===== config.mk =====
export PLATFORM = sky130hd
export DESIGN_NAME = rom_stream_reader
export DESIGN_NICKNAME = d
export VERILOG_FILES = /design/src/rtl/rom_stream_reader.sv
export SDC_FILE = /design/constraint.sdc
export NUM_CORES = 1
export LEC_CHECK = 0
export ABC_AREA = 1
export ABC_CLOCK_PERIOD_IN_PS = 9100
export CORE_MARGIN = 2
export CORE_UTILIZATION = 35
export DETAILED_ROUTE_END_ITERATION = 6
export DONT_BUFFER_PORTS = 1
export HOLD_SLACK_MARGIN = 0.06
export SETUP_SLACK_MARGIN = 0.02
export SLEW_MARGIN = 10
export SYNTH_ARGS = -nofsm -noshare
export SYNTH_HDL_FRONTEND = slang
export SYNTH_SLANG_ARGS = --single-unit
export TNS_END_PERCENT = 5

===== constraint.sdc =====
create_clock -name clk -period 9.1 [get_ports clk]
set_input_delay 1.82 -clock clk [delete_from_list [all_inputs] [get_ports clk]]
set_output_delay 1.82 -clock clk [all_outputs]
set_load 0.02 [all_outputs]

===== src/rtl/rom_stream_reader.sv =====
`default_nettype none
// ============================================================================
//  Module   : rom_stream_reader
//  Purpose  : Walks a word range of the 16-bit ROM on a start pulse and
//             delivers the returned words as a valid/ready stream.
//             A credit-controlled output FIFO hides the ROM read latency
//             and downstream back-pressure.
//
//  Ports    : clk, rst          - clock, asynchronous active-high reset
//             start             - run request, sampled only in IDLE
//             base_addr         - first byte address of the run
//             num_words         - word count (0 = done pulse, no reads)
//             busy, done        - run in progress / end-of-run pulse
//             rom_en, rom_addr  - registered ROM read request
//             rom_data          - ROM read data, RD_LAT cycles after request
//             m_valid, m_ready  - output stream handshake
//             m_data, m_last    - output word and end-of-run marker
//             checksum          - sum of popped words (optional)
//
//  Options  : ROM_READER_CHECKSUM_EN adds the `checksum` output port.
//
//  Revision : 1.0 - initial release
// ============================================================================
module rom_stream_reader #(
    parameter int ADDR_W     = 19,
    parameter int DATA_W     = 16,
    parameter int ADDR_STEP  = 2,
    parameter int RD_LAT     = 1,
    parameter int FIFO_DEPTH = 4,
    parameter int LEN_W      = 18
) (
    input  logic              clk,
    input  logic              rst,
    input  logic              start,
    input  logic [ADDR_W-1:0] base_addr,
    input  logic [LEN_W-1:0]  num_words,
    output logic              busy,
    output logic              done,
    output logic              rom_en,
    output logic [ADDR_W-1:0] rom_addr,
    input  logic [DATA_W-1:0] rom_data,
    output logic              m_valid,
    input  logic              m_ready,
    output logic [DATA_W-1:0] m_data,
`ifdef ROM_READER_CHECKSUM_EN
    output logic [DATA_W-1:0] checksum,
`endif
    output logic              m_last
);

    localparam int c_PTR_W = $clog2(FIFO_DEPTH);
    localparam int c_CNT_W = c_PTR_W + 1;

    localparam logic [c_CNT_W:0]   c_DEPTH = (c_CNT_W + 1)'(FIFO_DEPTH);
    localparam logic [c_PTR_W-1:0] c_PTR_ONE = c_PTR_W'(1);
    localparam logic [c_CNT_W-1:0] c_CNT_ONE = c_CNT_W'(1);
    localparam logic [c_CNT_W-1:0] c_CNT_ZERO = '0;

    localparam logic [1:0] c_S_IDLE  = 2'd0;
    localparam logic [1:0] c_S_ISSUE = 2'd1;
    localparam logic [1:0] c_S_DRAIN = 2'd2;

    // ------------------------------------------------------------------
    // State
    // ------------------------------------------------------------------
    logic [1:0]          r_state;
    logic [ADDR_W-1:0]   r_addr;
    logic [LEN_W-1:0]    r_remaining;
    logic                r_rom_en;
    logic [ADDR_W-1:0]   r_rom_addr;
    logic                r_issue_last;
    logic [RD_LAT-1:0]   r_pipe_vld;
    logic [RD_LAT-1:0]   r_pipe_last;
    logic [DATA_W:0]     r_mem [FIFO_DEPTH];
    logic [c_PTR_W-1:0]  r_wr_ptr;
    logic [c_PTR_W-1:0]  r_rd_ptr;
    logic [c_CNT_W-1:0]  r_count;
    logic [c_CNT_W-1:0]  r_inflight;
    logic                r_zero_done;

    // ------------------------------------------------------------------
    // Combinational control
    // ------------------------------------------------------------------
    logic              w_accept;
    logic              w_zero_req;
    logic [c_CNT_W:0]  w_reserved;
    logic              w_has_credit;
    logic              w_issue;
    logic              w_capture;
    logic              w_cap_last;
    logic              w_pop;
    logic              w_drain_done;
    logic [DATA_W:0]   w_head;

    assign w_accept   = (r_state == c_S_IDLE) && start && (num_words != '0);
    assign w_zero_req = (r_state == c_S_IDLE) && start && (num_words == '0);

    // Every issued read reserves a FIFO slot until it is popped, so the
    // capture path can never find the FIFO full. Same-cycle pops are not
    // credited back, which keeps the check a simple registered compare.
    assign w_reserved   = {1'b0, r_count} + {1'b0, r_inflight};
    assign w_has_credit = (w_reserved < c_DEPTH);
    assign w_issue      = (r_state == c_S_ISSUE) && (r_remaining != '0) && w_has_credit;

    assign w_capture  = r_pipe_vld[RD_LAT-1];
    assign w_cap_last = r_pipe_last[RD_LAT-1];
    assign w_pop      = m_valid && m_ready;

    assign w_drain_done = (r_state == c_S_DRAIN) && (r_inflight == c_CNT_ZERO)
                        && (r_count == c_CNT_ZERO);

    assign w_head = r_mem[r_rd_ptr];

    // ------------------------------------------------------------------
    // Outputs
    // ------------------------------------------------------------------
    assign busy     = (r_state != c_S_IDLE);
    assign done     = r_zero_done || w_drain_done;
    assign rom_en   = r_rom_en;
    assign rom_addr = r_rom_addr;
    assign m_valid  = (r_count != c_CNT_ZERO);
    assign m_data   = w_head[DATA_W-1:0];
    assign m_last   = w_head[DATA_W];

    // ------------------------------------------------------------------
    // Sequencer FSM, address and remaining-count registers
    // ------------------------------------------------------------------
    always_ff @(posedge clk or posedge rst) begin
        if (rst) begin
            r_state     <= c_S_IDLE;
            r_addr      <= '0;
            r_remaining <= '0;
            r_zero_done <= 1'b0;
        end else begin
            r_zero_done <= w_zero_req;
            case (r_state)
                c_S_IDLE: begin
                    if (w_accept) begin
                        r_addr      <= base_addr;
                        r_remaining <= num_words;
                        r_state     <= c_S_ISSUE;
                    end
                end
                c_S_ISSUE: begin
                    if (w_issue) begin
                        // Address is modulo 2^ADDR_W; wrap is intentional.
                        r_addr      <= r_addr + ADDR_W'(ADDR_STEP);
                        r_remaining <= r_remaining - LEN_W'(1);
                        if (r_remaining == LEN_W'(1)) begin
                            r_state <= c_S_DRAIN;
                        end
                    end
                end
                c_S_DRAIN: begin
                    if (w_drain_done) begin
                        r_state <= c_S_IDLE;
                    end
                end
                default: r_state <= c_S_IDLE;
            endcase
        end
    end

    // ------------------------------------------------------------------
    // Registered ROM request and latency-matching tag pipe.
    // The pipe is fed from the registered request so that its output
    // lines up with rom_data RD_LAT cycles after the ROM samples it.
    // ------------------------------------------------------------------
    always_ff @(posedge clk or posedge rst) begin
        if (rst) begin
            r_rom_en     <= 1'b0;
            r_rom_addr   <= '0;
            r_issue_last <= 1'b0;
            r_pipe_vld   <= '0;
            r_pipe_last  <= '0;
        end else begin
            r_rom_en <= w_issue;
            if (w_issue) begin
                r_rom_addr   <= r_addr;
                r_issue_last <= (r_remaining == LEN_W'(1));
            end
            r_pipe_vld[0]  <= r_rom_en;
            r_pipe_last[0] <= r_rom_en && r_issue_last;
            for (int i = 1; i < RD_LAT; i++) begin
                r_pipe_vld[i]  <= r_pipe_vld[i-1];
                r_pipe_last[i] <= r_pipe_last[i-1];
            end
        end
    end

    // ------------------------------------------------------------------
    // In-flight counter: reads issued but not yet captured
    // ------------------------------------------------------------------
    always_ff @(posedge clk or posedge rst) begin
        if (rst) begin
            r_inflight <= '0;
        end else begin
            case ({w_issue, w_capture})
                2'b10:   r_inflight <= r_inflight + c_CNT_ONE;
                2'b01:   r_inflight <= r_inflight - c_CNT_ONE;
                default: r_inflight <= r_inflight;
            endcase
        end
    end

    // ------------------------------------------------------------------
    // First-word fall-through output FIFO ({last, data} per entry)
    // ------------------------------------------------------------------
    always_ff @(posedge clk or posedge rst) begin
        if (rst) begin
            r_wr_ptr <= '0;
            r_rd_ptr <= '0;
            r_count  <= '0;
            for (int i = 0; i < FIFO_DEPTH; i++) begin
                r_mem[i] <= '0;
            end
        end else begin
            if (w_capture) begin
                r_mem[r_wr_ptr] <= {w_cap_last, rom_data};
                r_wr_ptr        <= r_wr_ptr + c_PTR_ONE;
            end
            if (w_pop) begin
                r_rd_ptr <= r_rd_ptr + c_PTR_ONE;
            end
            case ({w_capture, w_pop})
                2'b10:   r_count <= r_count + c_CNT_ONE;
                2'b01:   r_count <= r_count - c_CNT_ONE;
                default: r_count <= r_count;
            endcase
        end
    end

`ifdef ROM_READER_CHECKSUM_EN
    // ------------------------------------------------------------------
    // Running sum of popped words; cleared when a run is accepted
    // ------------------------------------------------------------------
    logic [DATA_W-1:0] r_checksum;

    always_ff @(posedge clk or posedge rst) begin
        if (rst) begin
            r_checksum <= '0;
        end else if (w_accept || w_zero_req) begin
            r_checksum <= '0;
        end else if (w_pop) begin
            r_checksum <= r_checksum + m_data;
        end
    end

    assign checksum = r_checksum;
`endif

endmodule
`default_nettype wire


==> impl_results.md <==
* Timing-limited maximum frequency at ~240 MHz
* Resize count post-CTS at 0
* Largest net degree at the start of global routing at 73
* Area of the core region at about 20000 um^2
* RSZ-0062 raised after global routing: no
* TritonCTS clock tree: built
* Number of antenna violations at the first check in global routing at 1
* Detailed Route WL at between 15 and 20 mm
* Crit-path max cell delay at between 0.6 and 0.7 ns
* Number of routed nets with antenna violations at 0
* Initial cell density of the core at 0.3559
* Ratio of cells with drive above 1 in the final layout at 0.05484
* Largest buffer count on any clock path at 2
* Worst hold start: r_mem[35]
* Total power at ~0.0016 W
* Setup TNS at 0 ns
* Avg Cell Area, Syn at 7.669 um^2
* Result of the run: finished clean
* Width of the die at about 150 um
* Max IR drop VDD at 0.1230 mV
* Iteration-0 DRC Markers at between 300 and 400
* Synth async-reset ratio at 1.000
* Crit path cell chain: inv_1 -> o21ai_0 -> o22ai_1
* Cells taking the most area after synthesis: sky130_fd_sc_hd__dfrtp_1, sky130_fd_sc_hd__nand2_1, sky130_fd_sc_hd__o21ai_0
* Post-Syn Nets at 1007
* Cell variety after synth at 33
* I/O pin total at 97
* Total congestion overflow after global routing at 0
* Post-CTS Setup Inserts at 0
* Detail-routed via count per cell at slightly below 5
* Part of the cycle the worst path needs at 0.4573
* Worst skew pair latency at roughly 0.43 ns
* Number of enable-type register cells in the synthesized netlist at 0
* DRC violations left at 0
* CP max stage cell: sky130_fd_sc_hd__dfrtp_1
* Most frequent cells after synthesis: sky130_fd_sc_hd__nand2_1, sky130_fd_sc_hd__o21ai_0, sky130_fd_sc_hd__dfrtp_1, sky130_fd_sc_hd__nor2_1, sky130_fd_sc_hd__inv_1
* Iteration count of the initial detailed-routing pass at 5
* Most instantiated flip-flop cell in the synthesis netlist: sky130_fd_sc_hd__dfrtp_1
* Data arrival time of the worst path at around 2.3 ns
* Number of global-route vias before repair at 5675
* Cell family contributing the most delay on the critical path: compound AO/OA/AOI/OAI gates
* Min Tclk post-route at approximately 4.2 ns
* Worst Setup Path Type: register to output pin
* Final setup skew at 0.01001 ns
* Reg-to-reg startpoint: r_state[1]
* Max_slew headroom at 0.2761
* Critical path launch point: r_rd_ptr[1]
* Post-route setup slack at between 4 and 5 ns
* Clock root buffer master: sky130_fd_sc_hd__clkbuf_16
* Total global-route track usage at 0.1701
* Die Y at between 100 and 150 um
* Wire length of the first global-routing pass at just under 30 mm
* Net total in the final layout at roughly 990
* Post-Syn Instances at 936
* Total count of max-transition violations in the final report at 0
* Final weighted congestion of routability-driven global placement at just under 0.8
* Clock-pin slew on the worst setup and hold paths at 0.06 ns
* Worst Path Required at 7.28 ns
* Post-synthesis instance area at 7178 um^2
* Synthesis-to-finish area growth at 10.91%
* Hold bufs inserted after CTS at 0
* CP Launch Type: register
* Transition at the pin with the smallest max-transition slack at about 1.1 ns
* Yosys Warn Count at 0
* Count of input and output buffers at 0
* Crit path buf inv count at 1
* Clk sink count at 141
* Number of instances in the placed design at 1168
* Most frequent cell after synthesis: sky130_fd_sc_hd__nand2_1
* Total power density per cell area at 205.0 nW/um^2
* Post-synthesis register bit count at 141
* Area fraction of the dominant cell type after synthesis at 0.4915
* Count of endpoints failing setup in the final report at 0
* Detail-routed net length per standard cell at about 15 um
* Final instance count without filler cells at about 1200
* Leakage at just under 4 nW
* Capturing element type of the critical path: output pin
* Max capacitance violation total at 0
* Worst setup slack before clock tree synthesis at 5.073 ns
* Cell type with the largest total area after synthesis: sky130_fd_sc_hd__dfrtp_1
* Proportion of synthesized chip area in sequential cells at 0.4915
* Vias at 5881
* Number of buffers created by CTS at 17
* Number of cell rows at 52
* Hold Crit Class: register to register
* Die area at between 20000 and 25000 um^2
* Maximum net fanout on the critical path at 19
* Total half-perimeter wirelength after legalization and detailed placement at around 12 mm
* Filler instances at around 2100
* Final count of hold timing violations at 0
* Maximum level of the CTS H-tree at 4
power breakdown:
part           total, W  switching [W]  internal [W]
logic          0.000247       0.000193     0.0000540
clock network  0.000725       0.000290      0.000435
registers      0.000660      0.0000217      0.000639
cell usage in the layout, fill, tap and decap left out:
master / count
sky130_fd_sc_hd__a21o_1: 1
sky130_fd_sc_hd__a21oi_1: 5
sky130_fd_sc_hd__and2_0: 1
sky130_fd_sc_hd__and2_1: 1
sky130_fd_sc_hd__and3_1: 1
sky130_fd_sc_hd__buf_4: 3
sky130_fd_sc_hd__bufinv_16: 3
sky130_fd_sc_hd__clkbuf_16: 17
sky130_fd_sc_hd__clkinv_2: 2
sky130_fd_sc_hd__clkinv_4: 4
sky130_fd_sc_hd__clkinvlp_4: 2
sky130_fd_sc_hd__dfrtp_1: 141
sky130_fd_sc_hd__diode_2: 1
sky130_fd_sc_hd__fa_1: 2
sky130_fd_sc_hd__ha_1: 12
sky130_fd_sc_hd__inv_1: 69
sky130_fd_sc_hd__inv_2: 1
sky130_fd_sc_hd__inv_6: 5
sky130_fd_sc_hd__mux2i_1: 4
sky130_fd_sc_hd__nand2_1: 301
sky130_fd_sc_hd__nand2_2: 1
sky130_fd_sc_hd__nand2_4: 2
sky130_fd_sc_hd__nand3_1: 40
sky130_fd_sc_hd__nand3b_1: 4
sky130_fd_sc_hd__nand4_1: 12
sky130_fd_sc_hd__nor2_1: 99
sky130_fd_sc_hd__nor2_2: 2
sky130_fd_sc_hd__nor3_1: 4
sky130_fd_sc_hd__o21ai_0: 145
sky130_fd_sc_hd__o21ai_1: 5
sky130_fd_sc_hd__o21bai_1: 1
sky130_fd_sc_hd__o22ai_1: 18
sky130_fd_sc_hd__or2_0: 1
sky130_fd_sc_hd__or2_2: 9
sky130_fd_sc_hd__xnor2_1: 5
sky130_fd_sc_hd__xor2_1: 7
cell families after synthesis:
| group | share of synthesized area |
|---|---|
| simple gates | 0.2716 |
| buf+inv | 0.06432 |
| xor+xnor | 0.01464 |
| mux | 0.005578 |
| fa+ha+maj | 0.02649 |
| flops | 0.4915 |
| compound gates | 0.1259 |
registers in the layout, summed over array words and instances, names as in the netlist, 2 cells and up:
signal and cells:
r_addr 19, r_count 3, r_inflight 3, r_mem 68, r_rd_ptr 2, r_remaining 18
r_state 2, r_wr_ptr 2, rom_addr 19
routing by layer:
layer  vias up  GRT usage  routed length, um
li1       2984          -                  -
met1      2764     0.2266               8406
met2       116     0.2699               8252
met3        17    0.04348                865
met4         0    0.05962                206
met5         -          0                  0
tightest hold or removal path, cell delays in order (launching register included):
cell and delay, ns:
sky130_fd_sc_hd__dfrtp_1 0.34, sky130_fd_sc_hd__nand2_1 0.05, sky130_fd_sc_hd__o21ai_0 0.05
area by class of cell:
cell class | instances | area, um^2 | share of cell area
timing repair buffer | 3 | 22.52 | 0.002829
clock buffer | 17 | 425.4 | 0.05343
antenna | 1 | 2.502 | 0.0003143
clock inverter | 15 | 185.2 | 0.02326
multi-input combinational | 683 | 3188 | 0.4004
tap | 270 | 337.8 | 0.04243
sequential | 141 | 3528 | 0.4432
inverter | 71 | 271.5 | 0.03410
path summary, 6_finish.rpt:
path	endpoint	slack (ns)	cells after the start
min reg2reg	r_mem[35]	0.48	2
max reg2reg	r_remaining[4]	5.59	12
min	r_mem[35]	0.48	2
min in group asynchronous	r_mem[38]	1.34	1
max in group asynchronous	r_remaining[5]	6.34	2
max	m_data[1]	4.94	3
per-stage QoR:
step / util / hold slack [ns] / area, um^2
2_1_floorplan: - / 0.4334 / 7178
6_report: 0.3947 / 0.4783 / 7961
4_1_cts: 0.3946 / 0.4828 / 7959
3_3_place_gp: 0.3643 / 0.4607 / 7348
3_5_place_dp: 0.3643 / 0.4636 / 7348
5_1_grt: 0.3946 / 0.5033 / 7959
Note: power is estimated with default switching activity, not from simulation.
